===== config.mk =====
export PLATFORM = sky130hd
export DESIGN_NAME = jk_count_ctrl_flat
export DESIGN_NICKNAME = d
export VERILOG_FILES = /design/src/rtl/jk_count_ctrl_pkg.sv /design/src/rtl/jk_count_ctrl_if.sv /design/src/rtl/jk_count_ctrl_cell.sv /design/src/rtl/jk_count_ctrl.sv /design/src/flat_wrapper.sv
export SDC_FILE = /design/constraint.sdc
export NUM_CORES = 1
export LEC_CHECK = 0
export CORE_ASPECT_RATIO = 2
export CORE_MARGIN = 2
export CORE_UTILIZATION = 46
export DETAILED_ROUTE_END_ITERATION = 7
export HOLD_SLACK_MARGIN = 0.12
export PLACE_DENSITY = 0.75
export SETUP_SLACK_MARGIN = 0.3
export SLEW_MARGIN = 30
export SYNTH_ARGS = -nofsm -noshare
export SYNTH_HDL_FRONTEND = slang
export SYNTH_SLANG_ARGS = --single-unit

===== constraint.sdc =====
create_clock -name clk -period 3.8 [get_ports clk]
set_clock_uncertainty 0.2 [all_clocks]
set_input_delay 0.38 -clock clk [delete_from_list [all_inputs] [get_ports clk]]
set_output_delay 0.38 -clock clk [all_outputs]
set_load 0.01 [all_outputs]

===== src/rtl/jk_count_ctrl_pkg.sv =====
// Shared definitions for the JK-cell counter controller: state encodings,
// JK operation codes and the per-bit J/K selection helper.
package jk_count_ctrl_pkg;

    typedef enum logic [1:0] {
        ST_IDLE = 2'b00,
        ST_RUN  = 2'b01,
        ST_HOLD = 2'b10,
        ST_DONE = 2'b11
    } state_t;

    // Bit 1 is J, bit 0 is K
    typedef enum logic [1:0] {
        JK_HOLD = 2'b00,
        JK_RST  = 2'b01,
        JK_SET  = 2'b10,
        JK_TOG  = 2'b11
    } jk_op_t;

    // Choose the JK operation that moves one cell from cur to nxt.
    // Counting steps use toggles; loads, wraps and restarts use explicit set/reset.
    function automatic jk_op_t jk_select(input logic cur, input logic nxt, input logic tog_mode);
        jk_op_t op;
        if (cur == nxt) begin
            op = JK_HOLD;
        end else if (tog_mode) begin
            op = JK_TOG;
        end else if (nxt) begin
            op = JK_SET;
        end else begin
            op = JK_RST;
        end
        return op;
    endfunction

endpackage


===== src/rtl/jk_count_ctrl_if.sv =====
// Control and status bundle for the JK-cell counter controller.
interface jk_count_ctrl_if #(parameter int WIDTH = 4);

    logic             start;
    logic             halt;
    logic             hold;
    logic             dir;
    logic             cont;
    logic             load;
    logic [WIDTH-1:0] load_val;
    logic [WIDTH-1:0] limit;
    logic [WIDTH-1:0] q;
    logic             tc;
    logic             busy;
    logic             done;

    modport master (
        output start, halt, hold, dir, cont, load, load_val, limit,
        input  q, tc, busy, done
    );

    modport slave (
        input  start, halt, hold, dir, cont, load, load_val, limit,
        output q, tc, busy, done
    );

endinterface


===== src/rtl/jk_count_ctrl_cell.sv =====
// One JK flip-flop cell with asynchronous active-low clear.
module jk_count_ctrl_cell (
    input  logic clk,
    input  logic clear,
    input  logic j,
    input  logic k,
    output logic q,
    output logic qnot
);

    // Classic JK behaviour: hold, reset, set or toggle on each rising edge
    always_ff @(posedge clk or negedge clear) begin
        if (!clear) begin
            q <= 1'b0;
        end else begin
            case ({j, k})
                2'b00:   q <= q;
                2'b01:   q <= 1'b0;
                2'b10:   q <= 1'b1;
                default: q <= ~q;
            endcase
        end
    end

    assign qnot = ~q;

endmodule


===== src/rtl/jk_count_ctrl.sv =====
// Sequencer for a WIDTH-bit counter built from synchronously clocked JK cells.
// Works out the next counter value each cycle, then drives every cell's J/K
// pair so the cells land on that value at the next edge.
module jk_count_ctrl
    import jk_count_ctrl_pkg::*;
#(
    parameter int WIDTH = 4
) (
    input  logic           clk,
    input  logic           clear,
    jk_count_ctrl_if.slave bus
);

    state_t           state;
    state_t           nstate;
    logic [WIDTH-1:0] q;
    logic [WIDTH-1:0] qnot;
    logic [WIDTH-1:0] nq;
    logic [WIDTH-1:0] j;
    logic [WIDTH-1:0] k;
    logic             ntc;
    logic             tc;
    logic             tog_mode;
    logic             zero;

    // All cells at 0 means every inverted output is high
    assign zero = &qnot;

    // Next state, next count value and terminal-step detection
    always_comb begin
        nstate   = state;
        nq       = q;
        ntc      = 1'b0;
        tog_mode = 1'b0;
        case (state)
            ST_IDLE: begin
                if (bus.load) begin
                    nq = bus.load_val;
                end
                if (bus.start) begin
                    nstate = ST_RUN;
                end
            end
            ST_RUN: begin
                if (bus.halt) begin
                    nstate = ST_IDLE;
                end else if (bus.hold) begin
                    nstate = ST_HOLD;
                end else if (bus.dir) begin
                    if (q >= bus.limit) begin
                        ntc = 1'b1;
                        if (bus.cont) begin
                            nq = '0;
                        end else begin
                            nstate = ST_DONE;
                        end
                    end else begin
                        nq       = q + WIDTH'(1);
                        tog_mode = 1'b1;
                    end
                end else begin
                    if (zero) begin
                        ntc = 1'b1;
                        if (bus.cont) begin
                            nq = bus.limit;
                        end else begin
                            nstate = ST_DONE;
                        end
                    end else begin
                        nq       = q - WIDTH'(1);
                        tog_mode = 1'b1;
                    end
                end
            end
            ST_HOLD: begin
                if (bus.halt) begin
                    nstate = ST_IDLE;
                end else if (!bus.hold) begin
                    nstate = ST_RUN;
                end
            end
            default: begin
                if (bus.halt) begin
                    nstate = ST_IDLE;
                end else if (bus.load) begin
                    nstate = ST_IDLE;
                    nq     = bus.load_val;
                end else if (bus.start) begin
                    nstate = ST_RUN;
                    nq     = bus.dir ? '0 : bus.limit;
                end
            end
        endcase
    end

    // Translate the q -> nq change into per-cell J/K operations
    always_comb begin
        j = '0;
        k = '0;
        for (int i = 0; i < WIDTH; i++) begin
            {j[i], k[i]} = jk_select(q[i], nq[i], tog_mode);
        end
    end

    // The counter cells themselves, all on the shared clock
    for (genvar g = 0; g < WIDTH; g++) begin : g_cell
        jk_count_ctrl_cell u_cell (
            .clk   (clk),
            .clear (clear),
            .j     (j[g]),
            .k     (k[g]),
            .q     (q[g]),
            .qnot  (qnot[g])
        );
    end

    // State register and one-cycle terminal-count pulse
    always_ff @(posedge clk or negedge clear) begin
        if (!clear) begin
            state <= ST_IDLE;
            tc    <= 1'b0;
        end else begin
            state <= nstate;
            tc    <= ntc;
        end
    end

    assign bus.q    = q;
    assign bus.tc   = tc;
    assign bus.busy = (state == ST_RUN) || (state == ST_HOLD);
    assign bus.done = (state == ST_DONE);

endmodule

===== src/flat_wrapper.sv =====
// flat-port wrapper written by rule: the top's interface ports become plain ports
module jk_count_ctrl_flat import jk_count_ctrl_pkg::*;
#(
    parameter int WIDTH = 4
)
  (clk, clear, bus_start, bus_halt, bus_hold, bus_dir, bus_cont, bus_load, bus_load_val, bus_limit, bus_q, bus_tc, bus_busy, bus_done);
  jk_count_ctrl_if #(.WIDTH(WIDTH)) bus_i ();
  input  logic clk;
  input  logic clear;
  input wire logic [$bits(bus_i.start)-1:0] bus_start;
  input wire logic [$bits(bus_i.halt)-1:0] bus_halt;
  input wire logic [$bits(bus_i.hold)-1:0] bus_hold;
  input wire logic [$bits(bus_i.dir)-1:0] bus_dir;
  input wire logic [$bits(bus_i.cont)-1:0] bus_cont;
  input wire logic [$bits(bus_i.load)-1:0] bus_load;
  input wire logic [$bits(bus_i.load_val)-1:0] bus_load_val;
  input wire logic [$bits(bus_i.limit)-1:0] bus_limit;
  output wire logic [$bits(bus_i.q)-1:0] bus_q;
  output wire logic [$bits(bus_i.tc)-1:0] bus_tc;
  output wire logic [$bits(bus_i.busy)-1:0] bus_busy;
  output wire logic [$bits(bus_i.done)-1:0] bus_done;
  assign bus_i.start = bus_start;
  assign bus_i.halt = bus_halt;
  assign bus_i.hold = bus_hold;
  assign bus_i.dir = bus_dir;
  assign bus_i.cont = bus_cont;
  assign bus_i.load = bus_load;
  assign bus_i.load_val = bus_load_val;
  assign bus_i.limit = bus_limit;
  assign bus_q = bus_i.q;
  assign bus_tc = bus_i.tc;
  assign bus_busy = bus_i.busy;
  assign bus_done = bus_i.done;
  jk_count_ctrl #(.WIDTH(WIDTH)) u_core (.clk(clk), .clear(clear), .bus(bus_i));
endmodule

==> results of run 1 <==
## critical path: stages
cell	delay, ns
clkdlybuf4s50_1	0.51
inv_1	0.06
ha_1	0.30
o211ai_1	0.10
o21ai_2	0.28
mux2_2	0.38
a21oi_2	0.16
a41oi_4	0.17
mux2_4	0.34
ha_1	0.28
nor3b_1	0.14
a211oi_1	0.21
## stage by stage
step                      setup slack (ns)  util [%]
after floorplan                      0.495         -
after global placement               0.290      55.1
after detailed placement             0.219      55.1
after CTS                            0.444      56.5
after global routing                 0.280      57.0
final                                0.424      57.0
## layout make-up
type | instances | area [µm²]
Timing Repair Buffer | 33 | 307
Clock buffer | 4 | 45.0
Multi-Input combinational cell | 149 | 1180
Sequential cell | 7 | 175
Fill cell | 300 | 1340
Inverter | 9 | 33.8
Tap cell | 31 | 38.8
## routing by layer
metal	part of all wire, %	routed length (µm)	GRT usage [%]
met5	0	0	0
met4	6.5	264	14.3
met3	3.8	152	3.46
met2	53	2150	41.2
met1	37	1490	25.4
## placed cells by master, fill, tap and decap left out, types with 2 or more instances in the layout
cell             instances
and2_1                   2
clkdlybuf4s50_1         22
nand2_1                 10
mux2_1                   2
inv_1                    8
a211oi_1                 6
o21bai_1                 2
o21a_1                   3
buf_4                   10
nor3_1                   5
ha_1                    19
nor3b_1                  5
o31ai_1                  2
a221o_1                  3
o21ai_2                  2
a21oi_1                  7
nand2b_1                 4
nor2_1                  12
o2111ai_1                3
a31oi_1                  4
o21ai_1                  2
a21o_1                   3
a2111oi_0                2
mux2i_1                 11
o21ai_0                  4
nor2b_1                 10
clkbuf_8                 3
dfrtp_1                  7
## flip-flops by register name, indices dropped and copies added, names as in the netlist
name,flops
u_core.g_cell.u_cell.q,4
u_core.bus.tc,1
u_core.state,2
## power groups by stage
stage	clock [µW]	combinational, µW	sequential, µW
3_5_place_dp	0	1210	146
6_report	104	1240	145
3_3_place_gp	0	1160	145
4_1_cts	108	1220	145
5_1_grt	113	1370	148
2_1_floorplan	0	916	141
## cells by family after synthesis
logic type | share of synthesized area, %
AO/OA/AOI/OAI | 31.8
AND/OR/NAND/NOR | 21.4
buffers and inverters | 7.77
adder cells (fa/ha/maj) | 16.2
multiplexers | 10.8
flip-flops | 12.0
## worst max path at each step
stage	startpoint	to	cells after the start
6_report	bus_limit[3]	u_core.g_cell[3].u_cell.q	12
5_1_grt	bus_limit[3]	u_core.g_cell[3].u_cell.q	12
4_1_cts	bus_limit[3]	u_core.g_cell[3].u_cell.q	12
3_5_place_dp	bus_limit[3]	u_core.g_cell[3].u_cell.q	12
3_3_place_gp	bus_limit[0]	u_core.g_cell[0].u_cell.q	12
2_1_floorplan	u_core.g_cell[1].u_cell.q	u_core.g_cell[3].u_cell.q	12
## repair_timing
item                       in CTS  in global routing
setup endpoints to repair       0                  2
buffers inserted                0                  1
hold endpoints to repair        0                  0
resized for setup               0                  2
==> flow_summary.json, run 1 <==
{
  "status": "finished clean",
  "path_class": "in -> reg",
  "ir_drop_mv": 0.542,
  "placed_area_um2": 1720,
  "clockBufferDepth": 2,
  "worstMarginPinSlew_ns": 0.428,
  "p_comb_share_pct": 83.3,
  "num_rows": 29,
  "max-slew-margin-rel_pct": 71.4,
  "area_growth_pct": 21.4,
  "crit_required_ns": 3.73,
  "hold_path.class": "in -> async",
  "synth-main-ff-cell": "dfrtp_1",
  "drtPass1Iterations": 4,
  "antenna_found_initial": 0,
  "post-route-min-period_ns": 3.38,
  "yosys-top-cells-count": "19 x ha_1, 12 x nor2_1, 11 x mux2i_1, 10 x nand2_1, 10 x nor2b_1",
  "p_total_uw": 1490,
  "fin_nets": 238,
  "p_clk_share_pct": 7.0,
  "switching_share_pct": 47.5,
  "avgSynthCellArea_um2": 8.19,
  "hold_buffers": 0,
  "cts-root-buf": "clkbuf_8",
  "dp_cells": 228,
  "grt_max_degree": 21,
  "cts_tree": "built",
  "htree_levels": 1,
  "worstPathMaxFanout": 5,
  "grt_util_all_layers_pct": 23.8,
  "whs_ns": 0.235,
  "die_w_um": 43.9,
  "synth-seq-cells": 7,
  "synthTopCellsByArea": "ha_1 16%, dfrtp_1 12%, mux2i_1 7.5%, nor2b_1 4.3%, a211oi_1 3.1%",
  "p_leak_uw": 0.000741,
  "grt_pass1_vias": 1522,
  "synth_edf_count": 0,
  "finalNonFillerCells": 233,
  "num_vias": 1491,
  "worstSkewPairLatency_ns": 0.22,
  "drtIter0Drc": 28,
  "syn_nets": 214,
  "worstSetupStartpointType": "input port",
  "remaining_drc_errors": 0,
  "ant_nets": 0,
  "grt_pass1_wl_um": 6760,
  "die_h_um": 83.8,
  "portBuffers": 22,
  "cts_buffers": 3,
  "drive_gt1_share_pct": 13.4,
  "finalSetupViolCount": 0,
  "wl_per_cell_um": 17.4,
  "cp-end-kind": "flip-flop",
  "clkTransAtPathRegs_ns": 0.04,
  "r2r-end": "u_core.g_cell[2].u_cell.q",
  "final_cell_area_um2": 1780,
  "synth.most_common_cell": "ha_1",
  "fmax_mhz": 296,
  "finalCritPeriodShare_pct": 88.8,
  "overflow": 0,
  "dieArea_um2": 3680,
  "core-area_um2": 3120,
  "rsz0062_at_grt": "true",
  "seqPwrFrac_pct": 9.7,
  "fin_tns_setup_ns": 0,
  "final-hold-violation-count": 0,
  "wl_um": 4050,
  "r2r_cells": 10,
  "syn_inst": 179,
  "yosys_warnings": 0,
  "p_sw_uw": 708,
  "synth_area_um2": 1470,
  "synthArstFlopShare_pct": 100,
  "r2r_start": "u_core.g_cell[0].u_cell.q",
  "power_density_nw_per_um2": 838,
  "io_pins": 23,
  "arrival_ns": 3.31,
  "n_antenna_cell": 0,
  "ys_seq_area_share_pct": 12.0,
  "place_hpwl_um": 3330,
  "r2r_slack_ns": 0.63,
  "synth_top_cell_by_area": "ha_1",
  "finalMaxSlewViolations": 0,
  "maxCapViolCount": 0,
  "start_util_pct": 47.0,
  "power.internal_uw": 783,
  "gp_congestion": 0.884,
  "cts_sinks": 7,
  "yosysTopAreaCellShare_pct": 16.2,
  "synth_cell_types": 56,
  "vias_per_cell": 6.40
}
(Power assumes the default switching activity.)
==> run 2, diff against run 1 <==
GPL_TIMING_DRIVEN = 0   (was not set)
PLACE_DENSITY = 0.8   (was 0.75)
==> flow_summary.json, run 2 (synthesis results as in run 1) <==
{
  "multi_input_area_um2": 1230,
  "final_cell_mix": "19 x clkdlybuf4s50_1, 18 x ha_1, 12 x nor2_1",
  "finalSetupViolCount": 0,
  "area_growth_pct": 27.0,
  "final-hold-violation-count": 0,
  "drtPass1Iterations": 4,
  "worstSetupStartpointType": "flip-flop",
  "power_density_nw_per_um2": 861,
  "die_h_um": 83.8,
  "cts-root-buf": "clkbuf_8",
  "largest_register_ffs": 4,
  "crit_required_ns": 3.73,
  "wl_per_cell_um": 17.0,
  "hold_path.class": "in -> async",
  "vias_per_cell": 6.36,
  "top_register": "u_core.g_cell.u_cell.q",
  "maxCapViolCount": 0,
  "worstMarginPinSlew_ns": 0.476,
  "core-area_um2": 3120,
  "cp-end-kind": "flip-flop",
  "overflow": 0,
  "io_pins": 23,
  "largestRegisters": "u_core.g_cell.u_cell.q: 4 flops, u_core.state: 2 flops, u_core.bus.tc: 1 flops",
  "start_util_pct": 47.0,
  "grt_pass1_vias": 1548,
  "worst_slack_ns": 0.418,
  "whs_ns": 0.252,
  "clockBufferDepth": 2,
  "cts_buffers": 3,
  "fin_nets": 244,
  "ant_nets": 0,
  "worstSkewPairLatency_ns": 0.23,
  "wl_um": 4070,
  "p_leak_uw": 0.000765,
  "num_rows": 29,
  "layout_commonest_cell": "clkdlybuf4s50_1",
  "ir_drop_mv": 0.501,
  "clkTransAtPathRegs_ns": 0.04,
  "nFillCells": 289,
  "drive_gt1_share_pct": 19.2,
  "remaining_drc_errors": 0,
  "arrival_ns": 3.31,
  "max-slew-margin-rel_pct": 68.3,
  "antenna_found_initial": 0,
  "finalNonFillerCells": 239,
  "dp_cells": 230,
  "cts_tree": "built",
  "portBuffers": 20,
  "cts_sinks": 7,
  "htree_levels": 1,
  "post-route-min-period_ns": 3.38,
  "finalCritPeriodShare_pct": 89.0,
  "status": "finished clean",
  "place_hpwl_um": 3130,
  "die_w_um": 43.9,
  "num_vias": 1521,
  "fmax_mhz": 296,
  "worstPathMaxFanout": 10,
  "finalMaxSlewViolations": 0,
  "seqCellArea_um2": 176,
  "n_antenna_cell": 0,
  "grt_max_degree": 11,
  "dieArea_um2": 3680,
  "rsz0062_at_grt": "false",
  "dp_slack_ns": -0.00916,
  "fin_tns_setup_ns": 0,
  "grt_pass1_wl_um": 6500,
  "grt_util_all_layers_pct": 22.6,
  "drtIter0Drc": 78,
  "path_class": "reg -> reg",
  "gp_congestion": 0.940
}
==> run 2: changes by cell type in the layout (fill, tap and decap cells not counted), sizes merged <==
cell           before  now
buf                11   15
clkbuf              4    8
clkdlybuf4s50      22   19
clkinvlp            0    2
inv                 9    7
dlymetal6s2s        0    1
==> run 2: cell type report <==
class                           count  area share, %
Multi-Input combinational cell    149           66.2
Sequential cell                     7           9.48
Timing Repair Buffer               25           13.1
Clock buffer                        4           2.42
Buffer                             14           4.51
Tap cell                           31           2.08
Inverter                            9           2.22
==> run 2: what timing repair did <==
action	CTS	global route
resized for setup	6	11
gates cloned	0	0
buffers inserted	2	3
setup endpoints to repair	4	4
hold endpoints to repair	0	0
pin swaps	1	8
hold buffers	0	0
==> run 2: critical path, stage by stage, from the launching register on <==
cell	delay, ns
dfrtp_2	0.36
buf_4	0.18
clkinvlp_4	0.17
ha_1	0.28
nor3_2	0.11
a31oi_1	0.06
o311a_1	0.30
a221o_1	0.37
a41oi_4	0.27
mux2_4	0.33
ha_1	0.28
nor3b_1	0.15
a211oi_1	0.20
==> run 2: report_power, final <==
part / total [µW] / leakage, µW / internal [µW] / switching [µW]
registers: 148 / 0.0000840 / 114 / 33.7
logic: 1350 / 0.000658 / 661 / 685
clock network: 107 / 0.0000228 / 72.8 / 34.3
==> run 2: worst paths after layout <==
kind	start	endpoint	slack (ns)	cells after the start
worst max-delay path	u_core.g_cell[1].u_cell.q	u_core.g_cell[3].u_cell.q	0.42	12
worst min-delay path	clear	u_core.state[1]	0.25	1
worst max register to register	u_core.g_cell[1].u_cell.q	u_core.g_cell[3].u_cell.q	0.42	12
worst min register to register	u_core.state[1]	u_core.state[1]	0.37	1
max in group asynchronous	clear	u_core.g_cell[1].u_cell.q	2.83	1
min in group clk	u_core.state[1]	u_core.state[1]	0.37	1
==> run 2: per-layer routing <==
metal	track usage [%]	part of all wire (%)	vias to the layer above
met5	0	0	-
met4	13.2	5.1	0
met3	3.46	4.3	19
met2	42.2	55	71
met1	21.3	36	701
li1	-	-	730
==> run 2: per-stage QoR <==
stage	instance area (µm²)	total power (µW)	utilization, %
2_1_floorplan	1470	1060	-
3_3_place_gp	1700	1300	54.6
3_5_place_dp	1700	1340	54.6
4_1_cts	1790	1500	57.3
5_1_grt	1860	1750	59.6
6_report	1860	1600	59.6
